==> config.mk <==
export PLATFORM = sky130hd
export DESIGN_NAME = sort_ctrl
export DESIGN_NICKNAME = d
export VERILOG_FILES = /design/src/rtl/sort_ctrl.sv
export SDC_FILE = /design/constraint.sdc
export NUM_CORES = 1
export LEC_CHECK = 0
export ABC_AREA = 1
export BUFFER_PORTS_ARGS = -buffer_cell sky130_fd_sc_hd__buf_2
export CELL_PAD_IN_SITES_DETAIL_PLACEMENT = 0
export CELL_PAD_IN_SITES_GLOBAL_PLACEMENT = 1
export CORE_ASPECT_RATIO = 0.6
export CORE_UTILIZATION = 45
export DETAILED_ROUTE_END_ITERATION = 10
export PLACE_DENSITY_LB_ADDON = 0.1
export SYNTH_ARGS = -nofsm -noshare
export SYNTH_HDL_FRONTEND = slang
export SYNTH_SLANG_ARGS = --single-unit
==> constraint.sdc <==
create_clock -name clk_i -period 3.88 [get_ports clk_i]
set_input_delay 0.194 -clock clk_i [delete_from_list [all_inputs] [get_ports clk_i]]
set_output_delay 0.194 -clock clk_i [all_outputs]
set_load 0.02 [all_outputs]
==> src/rtl/sort_ctrl.sv <==
// Purpose: sequences one packet into RAM, bubble-sorts it in place (ascending unsigned), streams it out.
// Latency: N load beats, 3 cycles per compare (+1 per swap), output 2 cycles after first read.
// Backpressure: busy_o=1 from the cycle after the accepted eop until eop_o; beats then are dropped.
module sort_ctrl #(
  parameter int AWIDTH = 3,
  parameter int DWIDTH = 8
) (
  input  logic              clk_i,
  input  logic              srst_i,
  input  logic [DWIDTH-1:0] data_i,
  input  logic              sop_i,
  input  logic              eop_i,
  input  logic              val_i,
  output logic              busy_o,
  output logic              ram_wren_o,
  output logic [AWIDTH-1:0] ram_wraddr_o,
  output logic [DWIDTH-1:0] ram_wrdata_o,
  output logic [AWIDTH-1:0] ram_rdaddr_o,
  input  logic [DWIDTH-1:0] ram_q_i,
  output logic [DWIDTH-1:0] data_o,
  output logic              sop_o,
  output logic              eop_o,
  output logic              val_o
);

  localparam int MAXLEN = 2 ** AWIDTH;
  localparam int LW     = AWIDTH + 1;

  typedef enum logic [2:0] {
    S_IDLE, S_LOAD, S_RD_A, S_RD_B, S_CMP, S_SWAP, S_OUT
  } state_t;

  // sequencer state
  state_t            r_state;
  logic [AWIDTH-1:0] r_cnt;      // next load address
  logic [LW-1:0]     r_len;      // packet length N (1..MAXLEN)
  logic [AWIDTH-1:0] r_pass;
  logic [AWIDTH-1:0] r_idx;
  logic              r_swapped;
  logic [DWIDTH-1:0] r_a;        // a[i] held across the compare
  logic [LW-1:0]     r_rd_cnt;   // output read pointer

  // output pipeline: stage 1 tags the read in flight, stage 2 is the port
  logic              r_p1_vld;
  logic              r_p1_sop;
  logic              r_p1_eop;
  logic [DWIDTH-1:0] r_data_o;
  logic              r_sop_o;
  logic              r_eop_o;
  logic              r_val_o;

  // next-state values
  state_t            w_state_nxt;
  logic [AWIDTH-1:0] w_cnt_nxt;
  logic [LW-1:0]     w_len_nxt;
  logic [AWIDTH-1:0] w_pass_nxt;
  logic [AWIDTH-1:0] w_idx_nxt;
  logic              w_swapped_nxt;
  logic [DWIDTH-1:0] w_a_nxt;
  logic [LW-1:0]     w_rd_cnt_nxt;

  // combinational RAM/handshake drives before reset gating
  logic              w_busy;
  logic              w_wren;
  logic [AWIDTH-1:0] w_wraddr;
  logic [DWIDTH-1:0] w_wrdata;
  logic [AWIDTH-1:0] w_rdaddr;
  logic              w_issue;

  // end-of-compare bookkeeping shared by CMP (no swap) and SWAP
  logic [AWIDTH-1:0] w_idx_p1;
  logic [LW-1:0]     w_last_i;
  logic              w_pass_last;
  logic              w_a_gt;
  state_t            w_step_state;
  logic [AWIDTH-1:0] w_step_idx;
  logic [AWIDTH-1:0] w_step_pass;
  logic              w_step_swapped;

  assign w_idx_p1    = r_idx + AWIDTH'(1);
  assign w_last_i    = r_len - LW'(2) - {1'b0, r_pass};
  assign w_pass_last = ({1'b0, r_pass} == (r_len - LW'(2)));
  assign w_a_gt      = (r_a > ram_q_i);

  // decide where the sort goes after finishing the current compare
  always_comb begin
    w_step_state   = S_RD_A;
    w_step_idx     = w_idx_p1;
    w_step_pass    = r_pass;
    w_step_swapped = r_swapped;
    if ({1'b0, r_idx} >= w_last_i) begin
      if (!r_swapped || w_pass_last) begin
        w_step_state = S_OUT;
        w_step_idx   = r_idx;
      end else begin
        w_step_pass    = r_pass + AWIDTH'(1);
        w_step_idx     = '0;
        w_step_swapped = 1'b0;
      end
    end
  end

  // next-state and RAM port decode
  always_comb begin
    w_state_nxt   = r_state;
    w_cnt_nxt     = r_cnt;
    w_len_nxt     = r_len;
    w_pass_nxt    = r_pass;
    w_idx_nxt     = r_idx;
    w_swapped_nxt = r_swapped;
    w_a_nxt       = r_a;
    w_rd_cnt_nxt  = '0;
    w_busy        = 1'b0;
    w_wren        = 1'b0;
    w_wraddr      = '0;
    w_wrdata      = '0;
    w_rdaddr      = '0;
    w_issue       = 1'b0;
    case (r_state)
      S_IDLE, S_LOAD: begin
        if (val_i && sop_i) begin
          // start (or restart) a packet at address 0
          w_wren    = 1'b1;
          w_wraddr  = '0;
          w_wrdata  = data_i;
          w_rdaddr  = AWIDTH'(1);
          w_cnt_nxt = AWIDTH'(1);
          if (eop_i) begin
            w_len_nxt   = LW'(1);
            w_state_nxt = S_OUT;
          end else begin
            w_state_nxt = S_LOAD;
          end
        end else if (val_i && (r_state == S_LOAD)) begin
          w_wren    = 1'b1;
          w_wraddr  = r_cnt;
          w_wrdata  = data_i;
          w_rdaddr  = r_cnt ^ AWIDTH'(1);
          w_cnt_nxt = r_cnt + AWIDTH'(1);
          // a full RAM ends the packet even without eop
          if (eop_i || (r_cnt == AWIDTH'(MAXLEN - 1))) begin
            w_len_nxt     = {1'b0, r_cnt} + LW'(1);
            w_pass_nxt    = '0;
            w_idx_nxt     = '0;
            w_swapped_nxt = 1'b0;
            w_state_nxt   = S_RD_A;
          end
        end
      end
      S_RD_A: begin
        w_busy      = 1'b1;
        w_rdaddr    = r_idx;
        w_state_nxt = S_RD_B;
      end
      S_RD_B: begin
        w_busy      = 1'b1;
        w_rdaddr    = w_idx_p1;
        w_a_nxt     = ram_q_i;
        w_state_nxt = S_CMP;
      end
      S_CMP: begin
        w_busy   = 1'b1;
        w_rdaddr = w_idx_p1;
        if (w_a_gt) begin
          // smaller word goes down now, larger one in SWAP
          w_wren        = 1'b1;
          w_wraddr      = r_idx;
          w_wrdata      = ram_q_i;
          w_swapped_nxt = 1'b1;
          w_state_nxt   = S_SWAP;
        end else begin
          w_state_nxt   = w_step_state;
          w_idx_nxt     = w_step_idx;
          w_pass_nxt    = w_step_pass;
          w_swapped_nxt = w_step_swapped;
        end
      end
      S_SWAP: begin
        w_busy        = 1'b1;
        w_rdaddr      = r_idx;
        w_wren        = 1'b1;
        w_wraddr      = w_idx_p1;
        w_wrdata      = r_a;
        w_state_nxt   = w_step_state;
        w_idx_nxt     = w_step_idx;
        w_pass_nxt    = w_step_pass;
        w_swapped_nxt = w_step_swapped;
      end
      S_OUT: begin
        w_busy       = 1'b1;
        w_rd_cnt_nxt = r_rd_cnt;
        if (r_rd_cnt < r_len) begin
          w_issue      = 1'b1;
          w_rdaddr     = r_rd_cnt[AWIDTH-1:0];
          w_rd_cnt_nxt = r_rd_cnt + LW'(1);
        end
        if (r_eop_o) begin
          w_state_nxt = S_IDLE;
        end
      end
      default: begin
        w_state_nxt = S_IDLE;
      end
    endcase
  end

  // sequencer registers
  always_ff @(posedge clk_i or posedge srst_i) begin
    if (srst_i) begin
      r_state   <= S_IDLE;
      r_cnt     <= '0;
      r_len     <= '0;
      r_pass    <= '0;
      r_idx     <= '0;
      r_swapped <= 1'b0;
      r_a       <= '0;
      r_rd_cnt  <= '0;
    end else begin
      r_state   <= w_state_nxt;
      r_cnt     <= w_cnt_nxt;
      r_len     <= w_len_nxt;
      r_pass    <= w_pass_nxt;
      r_idx     <= w_idx_nxt;
      r_swapped <= w_swapped_nxt;
      r_a       <= w_a_nxt;
      r_rd_cnt  <= w_rd_cnt_nxt;
    end
  end

  // output pipeline: tag the read, then register RAM data onto the port
  always_ff @(posedge clk_i or posedge srst_i) begin
    if (srst_i) begin
      r_p1_vld <= 1'b0;
      r_p1_sop <= 1'b0;
      r_p1_eop <= 1'b0;
      r_data_o <= '0;
      r_sop_o  <= 1'b0;
      r_eop_o  <= 1'b0;
      r_val_o  <= 1'b0;
    end else begin
      r_p1_vld <= w_issue;
      r_p1_sop <= w_issue && (r_rd_cnt == '0);
      r_p1_eop <= w_issue && (r_rd_cnt == (r_len - LW'(1)));
      r_data_o <= r_p1_vld ? ram_q_i : '0;
      r_sop_o  <= r_p1_sop;
      r_eop_o  <= r_p1_eop;
      r_val_o  <= r_p1_vld;
    end
  end

  // combinational drives are forced low while reset is held
  assign busy_o       = w_busy & ~srst_i;
  assign ram_wren_o   = w_wren & ~srst_i;
  assign ram_wraddr_o = w_wraddr & {AWIDTH{~srst_i}};
  assign ram_wrdata_o = w_wrdata & {DWIDTH{~srst_i}};
  assign ram_rdaddr_o = w_rdaddr & {AWIDTH{~srst_i}};
  assign data_o       = r_data_o;
  assign sop_o        = r_sop_o;
  assign eop_o        = r_eop_o;
  assign val_o        = r_val_o;

endmodule
==> run_results.csv, run 1 <==
group,metric,value,unit
synthesis,ys_top_cells_by_count,"92 x nand2_1, 51 x inv_1, 43 x dfrtp_1",
worst_setup_path,cpPeakStageDelay,490,ps
power_and_ir_drop,irDropWorstVdd,296.9,uV
final_layout,final-seq-area,1076,sq um
global_routing,grt_use_total,23.31,%
synthesis,synth_compound_gate_area_share,13.45,%
floorplanning,fp.dieW,105.2,um
clock_tree,cts_tree,"yes",
final_layout,insertedDiodeCount,0,
sta,worst_slew_pin_slew,626.3,ps
sta,fmax,364.2,MHz
global_routing,grt_pass1_vias,2280,
sta,skew,4.537,ps
hold_path,holdPathStages,3,
routing,ant_nets,0,
worst_setup_path,path_class,"register to primary output",
synthesis,synthAdderAreaFrac,12.45,%
synthesis,yosysTopAreaCell,"dfrtp_1",
sta,hold_viol,0,
final_layout,multi_input_area,1523,sq um
hold_path,hold_start,"ram_q_i[3]",
synthesis,syn_inst,367,
clock_tree,clk_path_buf_depth,2,
synthesis,synth_top_family_by_area,"simple AND/OR/NAND/NOR gates",
worst_setup_path,r2r_slack,1390,ps
sta,finalSetupViolations,0,
synthesis,yosysMostFrequentCell,"nand2_1",
global_routing,antenna_found_initial,0,
sta,timing.final.crit_share,70.77,%
sta,slew_headroom,58.25,%
placement,globalplace.congestion,0.8812,
worst_setup_path,r2r-end,"r_swapped$_DFFE_PP0P_",
synthesis,syn_area_per_cell,7.831,sq um
final_layout,drive_gt1_share,18.60,%
final_layout,final_nets,462,
routing,vias,2499,
routing,drc,0,
worst_setup_path,rr_worst_depth,15,
synthesis,synth-async-reset-ratio,100.0,%
clock_tree,post_cts_resized,0,
clock_tree,post_cts_buffers,0,
worst_setup_path,crit_chain,"ha_1 > nand2_1 > nor2_1 > nand4_1 > nand3_2 > a31oi_2 > buf_2",
power_and_ir_drop,power_density,694.1,nW/um^2
global_routing,grt_overflow,0,
sta,rsz0062_at_grt,"no",
routing,post_drt_wl_per_cell,14.56,um
clock_tree,cts_buffers,5,
floorplanning,rows,22,
synthesis,syn_area,2874,sq um
job,maxCapViolCount,0,
global_routing,top_usage_layer,"met1",
global_routing,grt.met1_usage,40.19,%
power_and_ir_drop,leakage,1.787,nW
final_layout,areaGrowthSynthToFinish,13.41,%
worst_setup_path,cp.required,3690,ps
worst_setup_path,crit_start,"r_a[7]$_DFFE_PP0P_",
final_layout,utilization,53.10,%
routing,vias_per_cell,5.018,
synthesis,synth_xor_area_share,2.438,%
clock_tree,cts.sinks,43,
placement,dp_hpwl,5743,um
routing,drt_iter0_markers,152,
status,status,"finished, final reports clean",
clock_tree,clk_pin_slew,90,ps
floorplanning,coreArea,6138,sq um
placement,place_ws,1435,ps
synthesis,synthFlopType,"dfrtp_1",
sta,fin_tns_setup,0,ps
global_routing,met2_usage,27.40,%
floorplanning,fp.dieH,63.91,um
synthesis,synth_seq_cells,43,
worst_setup_path,cp_max_fo,13,
routing,firstDrtPassIters,4,
synthesis,yosysWarningCount,0,
synthesis,synthMuxAreaShare,0,%
hold_path,min_to,"data_o[3]$_DFF_PP0_",
clock_tree,ctsHoldBuffers,0,
worst_setup_path,crit_path_top_delay_cell,"nand4_1",
routing,drt-total-wl,7249,um
hold_path,min_path_type,"input port to register",
clock_tree,h-tree-depth,2,
clock_tree,cts-root-buf,"clkbuf_8",
synthesis,yosysSeqAreaShare,37.44,%
synthesis,syn_nets,416,
worst_setup_path,reg2reg_from,"r_len[0]$_DFFE_PP0P_",
worst_setup_path,worst_setup_path_end_kind,"primary output",
global_routing,grt_pass1_wl,11920,um
placement,port_buffers,47,
sta,min_period,2746,ps
final_layout,fillCellCount,623,
floorplanning,boundaryPins,48,
synthesis,yosys-top-cells-area,"dfrtp_1 37%, nand2_1 12%, ha_1 12%",
global_routing,grt_max_degree,44,
sta,fin_ws,1134,ps
synthesis,yosysUniqueCellTypes,38,
global_routing,met3_usage,5.714,%
synthesis,synth_edf_count,0,
worst_setup_path,startpoint_type,"register",
floorplanning,fp.dieArea,6721,sq um
worst_setup_path,arrival,2550,ps
synthesis,yosys.area_share.simple,24.64,%
synthesis,synth_top_area_share,37.44,%
floorplanning,initial_core_util,46.82,%
clock_tree,clk_latency,300,ps
sta,slew_violations,0,
==> layout make-up <==
class | instances | share of cell area, %
clock buffers | 5 | 2.111
clock inverters | 3 | 0.8061
inverters | 57 | 6.679
multi-input cells | 258 | 46.72
flip-flops and latches | 43 | 33.01
well taps | 84 | 3.225
repair buffers | 48 | 7.447
==> kinds of logic (layout without fill, tap and decap cells) <==
group / after synthesis / in the layout
AND/OR/NAND/NOR: 156 / 156
XOR/XNOR: 8 / 8
adder cells (fa/ha/maj): 28 / 28
buffers and inverters: 66 / 113
flip-flops: 43 / 43
AO/OA/AOI/OAI: 66 / 66
==> worst max path at each step <==
stage | to | slack [ps]
5_1_grt | ram_wren_o | 1020
4_1_cts | ram_wren_o | 1190
3_3_place_gp | r_swapped$_DFFE_PP0P_ | 1440
6_report | ram_wren_o | 1130
3_5_place_dp | r_swapped$_DFFE_PP0P_ | 1430
2_1_floorplan | r_swapped$_DFFE_PP0P_ | 1710
==> metrics by stage <==
stage	power, mW	instances	instance area [sq um]	hold slack (ps)
4_1_cts	2.268	498	3259	116.0
2_1_floorplan	1.642	367	2874	293.7
3_3_place_gp	1.941	490	3164	331.9
3_5_place_dp	1.946	490	3164	334.7
5_1_grt	2.508	498	3259	115.6
6_report	2.262	498	3259	128.7
==> metal layers <==
layer  routed length [um]  share of wire [%]
met5                    0                  0
met4                   50               0.69
met3                  451                6.2
met2                 2461                 34
met1                 4285                 59
==> power by group <==
part / switching, mW / internal, mW
Clock: 0.178 / 0.133
Sequential: 0.154 / 0.581
Combinational: 0.783 / 0.433
Total: 1.12 / 1.15
==> cell usage in the layout (no fill, tap or decap), types with 4 or more instances in the layout <==
master     n
dfrtp_1   43
inv_2      4
nand4_1   15
a31oi_1    4
o21ai_0   20
a21oi_1   22
xnor2_1    5
nand3_1   14
ha_1      27
inv_1     50
buf_2     47
a22oi_1    9
nor2_1    18
nand2_1   92
clkbuf_8   5
==> flip-flops by register name, indices dropped and copies added, names as in the netlist <==
signal / flops
data_o: 8
eop_o: 1
r_a: 8
r_cnt: 3
r_idx: 3
r_len: 4
r_p1_eop: 1
r_p1_sop: 1
r_p1_vld: 1
r_pass: 3
r_rd_cnt: 4
r_state: 3
r_swapped: 1
sop_o: 1
val_o: 1
==> worst max-delay path, delay by kind of cell (launching register included) <==
kind                       cells  cell delay (ps)
DFF                            1              410
adders and majority gates      1              310
buffers and inverters          1              180
and+or+nand+nor                4             1200
AOI/OAI and AO/OA              1              140
Note: power is estimated with default switching activity, not from simulation.
==> inputs of run 2 (changes only) <==
- CORE_UTILIZATION: 45 -> 42
- clock period: 3.88 -> 2.67 ns (I/O delays scaled with it)
==> run 2 against run 1 <==
Compared with the run above:
- sequential power up 46%
- clock-buffer cell count is the same
- total power is 54% higher
- worst hold slack lost 51 ps
- global-route usage increased by 0.21 points
- utilization is 0.52 points lower
- sequential share of layout area down 0.83 points
- non-clock buffer count up 4
- routed wire length increased by 5.2%
- die area grew 7.0%
- critical path type is now register to register
- largest cell class unchanged
- largest power group unchanged
- highest routed layer unchanged
==> run_results.csv, run 2 (same netlist as run 1, synthesis figures left out) <==
group,metric,value,unit
final_layout,drive_gt1_share,19.38,%
placement,place_ws,271.1,ps
global_routing,grt_use_total,23.52,%
worst_setup_path,path_class,"register to register",
global_routing,antenna_found_initial,0,
routing,drt-total-wl,7629,um
sta,timing.final.crit_share,90.81,%
power_and_ir_drop,netSwitchingFraction,47.21,%
power_and_ir_drop,power_frac_comb,51.6,%
clock_tree,post_cts_buffers,0,
floorplanning,fp.dieH,66.08,um
worst_setup_path,startpoint_type,"register",
routing,post_drt_wl_per_cell,15.20,um
global_routing,grt_pass1_vias,2318,
sta,worst_slew_pin_slew,571.3,ps
placement,dp_hpwl,5966,um
final_layout,multi_input_area,1523,sq um
power_and_ir_drop,leakage,1.825,nW
sta,slew_headroom,61.51,%
worst_setup_path,cp.required,2830,ps
hold_path,min_path_type,"input port to register",
routing,drc,0,
floorplanning,fp.dieArea,7189,sq um
power_and_ir_drop,p_switching,1.646,mW
sta,finalSetupViolations,0,
floorplanning,initial_core_util,45.20,%
placement,place_area,3194,sq um
final_layout,mostFrequentLayoutCells,"92 x nand2_1, 50 x inv_1, 47 x buf_2",
clock_tree,clk_path_buf_depth,2,
floorplanning,fp.dieW,108.8,um
power_and_ir_drop,power_density,1043,nW/um^2
sta,slew_violations,0,
clock_tree,post_cts_resized,0,
clock_tree,cts.sinks,43,
power_and_ir_drop,intPower,1.841,mW
power_and_ir_drop,irDropWorstVdd,455.2,uV
sta,hold_viol,0,
sta,fmax,412.4,MHz
power_and_ir_drop,pwr-share-clk,17.8,%
clock_tree,cts_tree,"yes",
sta,fin_ws,245.4,ps
floorplanning,coreArea,6359,sq um
global_routing,grt_overflow,0,
worst_setup_path,worst_setup_path_end_kind,"register",
routing,drt_iter0_markers,218,
final_layout,final_common_cell,"nand2_1",
sta,whs,77.71,ps
routing,ant_nets,0,
floorplanning,boundaryPins,48,
global_routing,grt_pass1_wl,12340,um
job,maxCapViolCount,0,
routing,firstDrtPassIters,5,
sta,skew,5.460,ps
sta,min_period,2425,ps
floorplanning,rows,22,
global_routing,grt_max_degree,44,
worst_setup_path,arrival,2590,ps
final_layout,fillCellCount,621,
clock_tree,cts-root-buf,"clkbuf_16",
routing,vias_per_cell,5.124,
final_layout,final-seq-area,1076,sq um
sta,fin_tns_setup,0,ps
worst_setup_path,cp_max_fo,6,
routing,vias,2572,
clock_tree,clk_latency,290,ps
final_layout,fin_area,3343,sq um
sta,rsz0062_at_grt,"no",
status,status,"finished, final reports clean",
clock_tree,clk_pin_slew,60,ps
final_layout,final_nets,466,
placement,globalplace.congestion,0.8577,
clock_tree,h-tree-depth,2,
power_and_ir_drop,seqPwrFrac,30.6,%
final_layout,areaGrowthSynthToFinish,16.33,%
final_layout,insertedDiodeCount,0,
placement,port_buffers,47,
clock_tree,cts_buffers,5,
clock_tree,ctsHoldBuffers,0,
run 2: cell count changes in the layout (fill, tap and decap cells not counted), sizes merged:
cell | before | now
clkinv | 3 | 2
clkinvlp | 0 | 2
inv | 57 | 56
buf | 48 | 52
run 2: area by class of cell:
cell class	count	share of cell area, %
multi-input combinational	258	45.55
sequential	43	32.19
timing repair buffer	52	8.159
inverter	57	6.512
clock buffer	5	3.743
tap	84	3.144
clock inverter	3	0.7111
run 2: per-layer routing:
metal,wire length (um),vias to the layer above,global-route usage [%]
li1,-,1302,-
met1,4440,1191,40.66
met2,2713,77,28.32
met3,456,2,4.532
met4,19,0,3.547
met5,0,-,0
run 2: final timing paths:
path / startpoint / endpoint / slack, ps / cells past startpoint
max: r_len[0]$_DFFE_PP0P_ / r_swapped$_DFFE_PP0P_ / 250 / 15
min: ram_q_i[3] / data_o[3]$_DFF_PP0_ / 80 / 3
max reg2reg: r_len[0]$_DFFE_PP0P_ / r_swapped$_DFFE_PP0P_ / 250 / 15
min reg2reg: r_p1_sop$_DFF_PP0_ / sop_o$_DFF_PP0_ / 350 / 0
max in group asynchronous: srst_i / r_rd_cnt[2]$_DFFE_PP0P_ / 2150 / 3
min in group asynchronous: srst_i / r_state[2]$_DFFE_PP0P_ / 140 / 3
run 2: worst max-delay path: stages (launching register included):
cell and delay [ps]:
dfrtp_1 420, inv_1 100, ha_1 140, inv_1 60
fa_1 490, inv_1 50, ha_1 260, nand2_1 50
nand2_1 50, nand2_1 50, nand2_1 50, nand2_1 60
nand2_1 180, inv_1 110, o21ai_0 170, nand2_1 80
run 2: metrics by stage:
step                      util, %  std cells  total power, mW
after floorplan                 -        367            2.385
after global placement      50.24        494            2.824
after detailed placement    50.24        494            2.852
after CTS                   52.58        502            3.491
after global routing        52.58        502            3.837
final                       52.58        502            3.487
run 2: power by group through the flow:
stage | Combinational [mW] | Sequential [mW] | Clock (mW)
after global placement | 1.76 | 1.07 | 0
after floorplan | 1.35 | 1.03 | 0
after detailed placement | 1.78 | 1.08 | 0
final | 1.80 | 1.07 | 0.622
after global routing | 2.07 | 1.10 | 0.668
after CTS | 1.79 | 1.07 | 0.632
==> inputs of run 3 (changes only) <==
- CORE_ASPECT_RATIO: 0.6 -> 0.75
- GPL_ROUTABILITY_DRIVEN: default -> 0
==> run 3 against run 2 <==
Compared with the run above:
- critical path depth decreased by 7
- via count decreased by 1.0%
- critical path type is now register to primary output
- sequential share of layout area increased by 0.71 points
- combinational power decreased by 3%
- worst setup slack improved by 31 ps
- clock power decreased by 26%
- clock-buffer cell count unchanged
- clock skew increased by 1.3 ps
- fmax increased by 1.3%
==> run_results.csv, run 3 (same netlist as run 1, synthesis figures left out) <==
group,metric,value,unit
sta,hold_viol,0,
worst_setup_path,crit_path_top_delay_cell,"dfrtp_1",
sta,fmax,417.7,MHz
sta,slew_headroom,58.09,%
placement,place_ws,247.6,ps
worst_setup_path,cp_max_fo,12,
job,maxCapViolCount,0,
worst_setup_path,arrival,2260,ps
worst_setup_path,cpMostUsedCell,"nand2_1",
placement,dp_hpwl,5583,um
final_layout,final_common_cell,"nand2_1",
clock_tree,cts.sinks,43,
clock_tree,clk_pin_slew,100,ps
global_routing,grt_use_total,21.86,%
worst_setup_path,worst_setup_path_end_kind,"primary output",
power_and_ir_drop,leakage,1.796,nW
routing,vias_per_cell,5.123,
final_layout,drive_gt1_share,19.23,%
sta,rsz0062_at_grt,"no",
routing,drc,0,
status,status,"finished, final reports clean",
sta,worst_slew_pin_slew,628.6,ps
worst_setup_path,cpPeakStageDelay,430,ps
routing,firstDrtPassIters,5,
power_and_ir_drop,power_density,1006,nW/um^2
routing,wl_met3,387,um
routing,met1_length,3894,um
worst_setup_path,path_class,"register to primary output",
floorplanning,rows,25,
clock_tree,h-tree-depth,2,
placement,port_buffers,47,
hold_path,hold_start,"ram_q_i[5]",
global_routing,grt_max_degree,44,
worst_setup_path,reg2reg_from,"r_len[2]$_DFFE_PP0P_",
clock_tree,cts_tree,"yes",
sta,skew,6.806,ps
sta,min_period,2394,ps
worst_setup_path,cp_top_family,"simple AND/OR/NAND/NOR gates",
floorplanning,coreArea,6444,sq um
clock_tree,post_cts_buffers,0,
global_routing,grt_pass1_vias,2356,
clock_tree,clk_path_buf_depth,2,
routing,post_drt_wl_per_cell,14.46,um
power_and_ir_drop,irDropWorstVdd,382.2,uV
worst_setup_path,cp.required,2540,ps
clock_tree,cts_buffers,5,
floorplanning,fp.dieH,73.64,um
sta,timing.final.crit_share,89.66,%
worst_setup_path,rr_worst_depth,13,
worst_setup_path,crit_chain,"ha_1 > nand2_1 > nor2_1 > nand2_1 > nand2_1 > nand3_2 > a31oi_2 > buf_2",
worst_setup_path,path_buf_inv,1,
routing,drt-total-wl,7189,um
worst_setup_path,r2r-end,"r_swapped$_DFFE_PP0P_",
routing,top_layer,"met4",
global_routing,grt_pass1_wl,12000,um
floorplanning,fp.dieArea,7181,sq um
routing,drt_iter0_markers,241,
final_layout,areaGrowthSynthToFinish,13.80,%
sta,slew_violations,0,
worst_setup_path,crit_start,"r_a[7]$_DFFE_PP0P_",
final_layout,final_nets,464,
clock_tree,cts-root-buf,"clkbuf_8",
worst_setup_path,startpoint_type,"register",
hold_path,min_to,"data_o[5]$_DFF_PP0_",
clock_tree,clk_latency,310,ps
routing,ant_nets,0,
floorplanning,fp.dieW,97.52,um
final_layout,insertedDiodeCount,0,
sta,finalSetupViolations,0,
routing,met2_length,2837,um
floorplanning,initial_core_util,44.60,%
hold_path,holdPathStages,3,
sta,fin_ws,276.0,ps
worst_setup_path,r2r_slack,300,ps
global_routing,grt_overflow,0,
routing,vias,2546,
hold_path,min_path_type,"input port to register",
final_layout,mostFrequentLayoutCells,"92 x nand2_1, 49 x inv_1, 47 x buf_2",
global_routing,antenna_found_initial,0,
sta,fin_tns_setup,0,ps
floorplanning,boundaryPins,48,
-- run 3: cell count changes in the layout (fill, tap and decap cells not counted), sizes merged --
cell	change
inv	+1
buf	-2
clkinv	+1
clkinvlp	-2
-- run 3: what timing repair did --
item | 4_1_cts | 5_1_grt
setup endpoints to repair | 0 | 1
endpoints found under the hold margin | 0 | 0
hold buffers | 0 | 0
resized for setup | 0 | 1
-- run 3: area by class of cell --
type / count / area [sq um]
inverter: 57 / 217.7
clock buffer: 5 / 68.82
tap: 81 / 101.3
fill: 678 / 3173
clock inverter: 3 / 26.28
timing repair buffer: 50 / 257.7
sequential: 43 / 1076
multi-input combinational: 258 / 1523
-- run 3: how the worst max path moves through the flow --
stage | endpoint | cells past startpoint
finish | ram_wren_o | 8
CTS | r_swapped$_DFFE_PP0P_ | 13
global route | r_swapped$_DFFE_PP0P_ | 15
global placement | r_swapped$_DFFE_PP0P_ | 13
detailed placement | r_swapped$_DFFE_PP0P_ | 13
floorplan | r_swapped$_DFFE_PP0P_ | 15
-- run 3: worst min-delay path, delay by kind of cell --
family	cells	cell delay, ps
buffers and inverters	2	150
and+or+nand+nor	1	50
-- run 3: power by group --
part / switching [mW] / internal (mW)
Clock: 0.270 / 0.193
Combinational: 1.12 / 0.636
Sequential: 0.230 / 0.845
-- run 3: through the flow --
stage	hold slack (ps)	instance area, sq um	power (mW)	cells	utilization (%)
finish	47.93	3271	3.290	497	50.76
global route	50.27	3271	3.635	497	50.76
CTS	35.52	3271	3.293	497	50.76
detailed placement	340.9	3176	2.823	489	49.28
global placement	331.4	3176	2.806	489	49.28
floorplan	233.2	2874	2.385	367	-
-- run 3: layer usage --
metal  track usage [%]  vias to the layer above
li1                  -                     1303
met2             30.77                       70
met5                 0                        -
met3             3.901                        8
met1             33.81                     1165
met4             6.373                        0
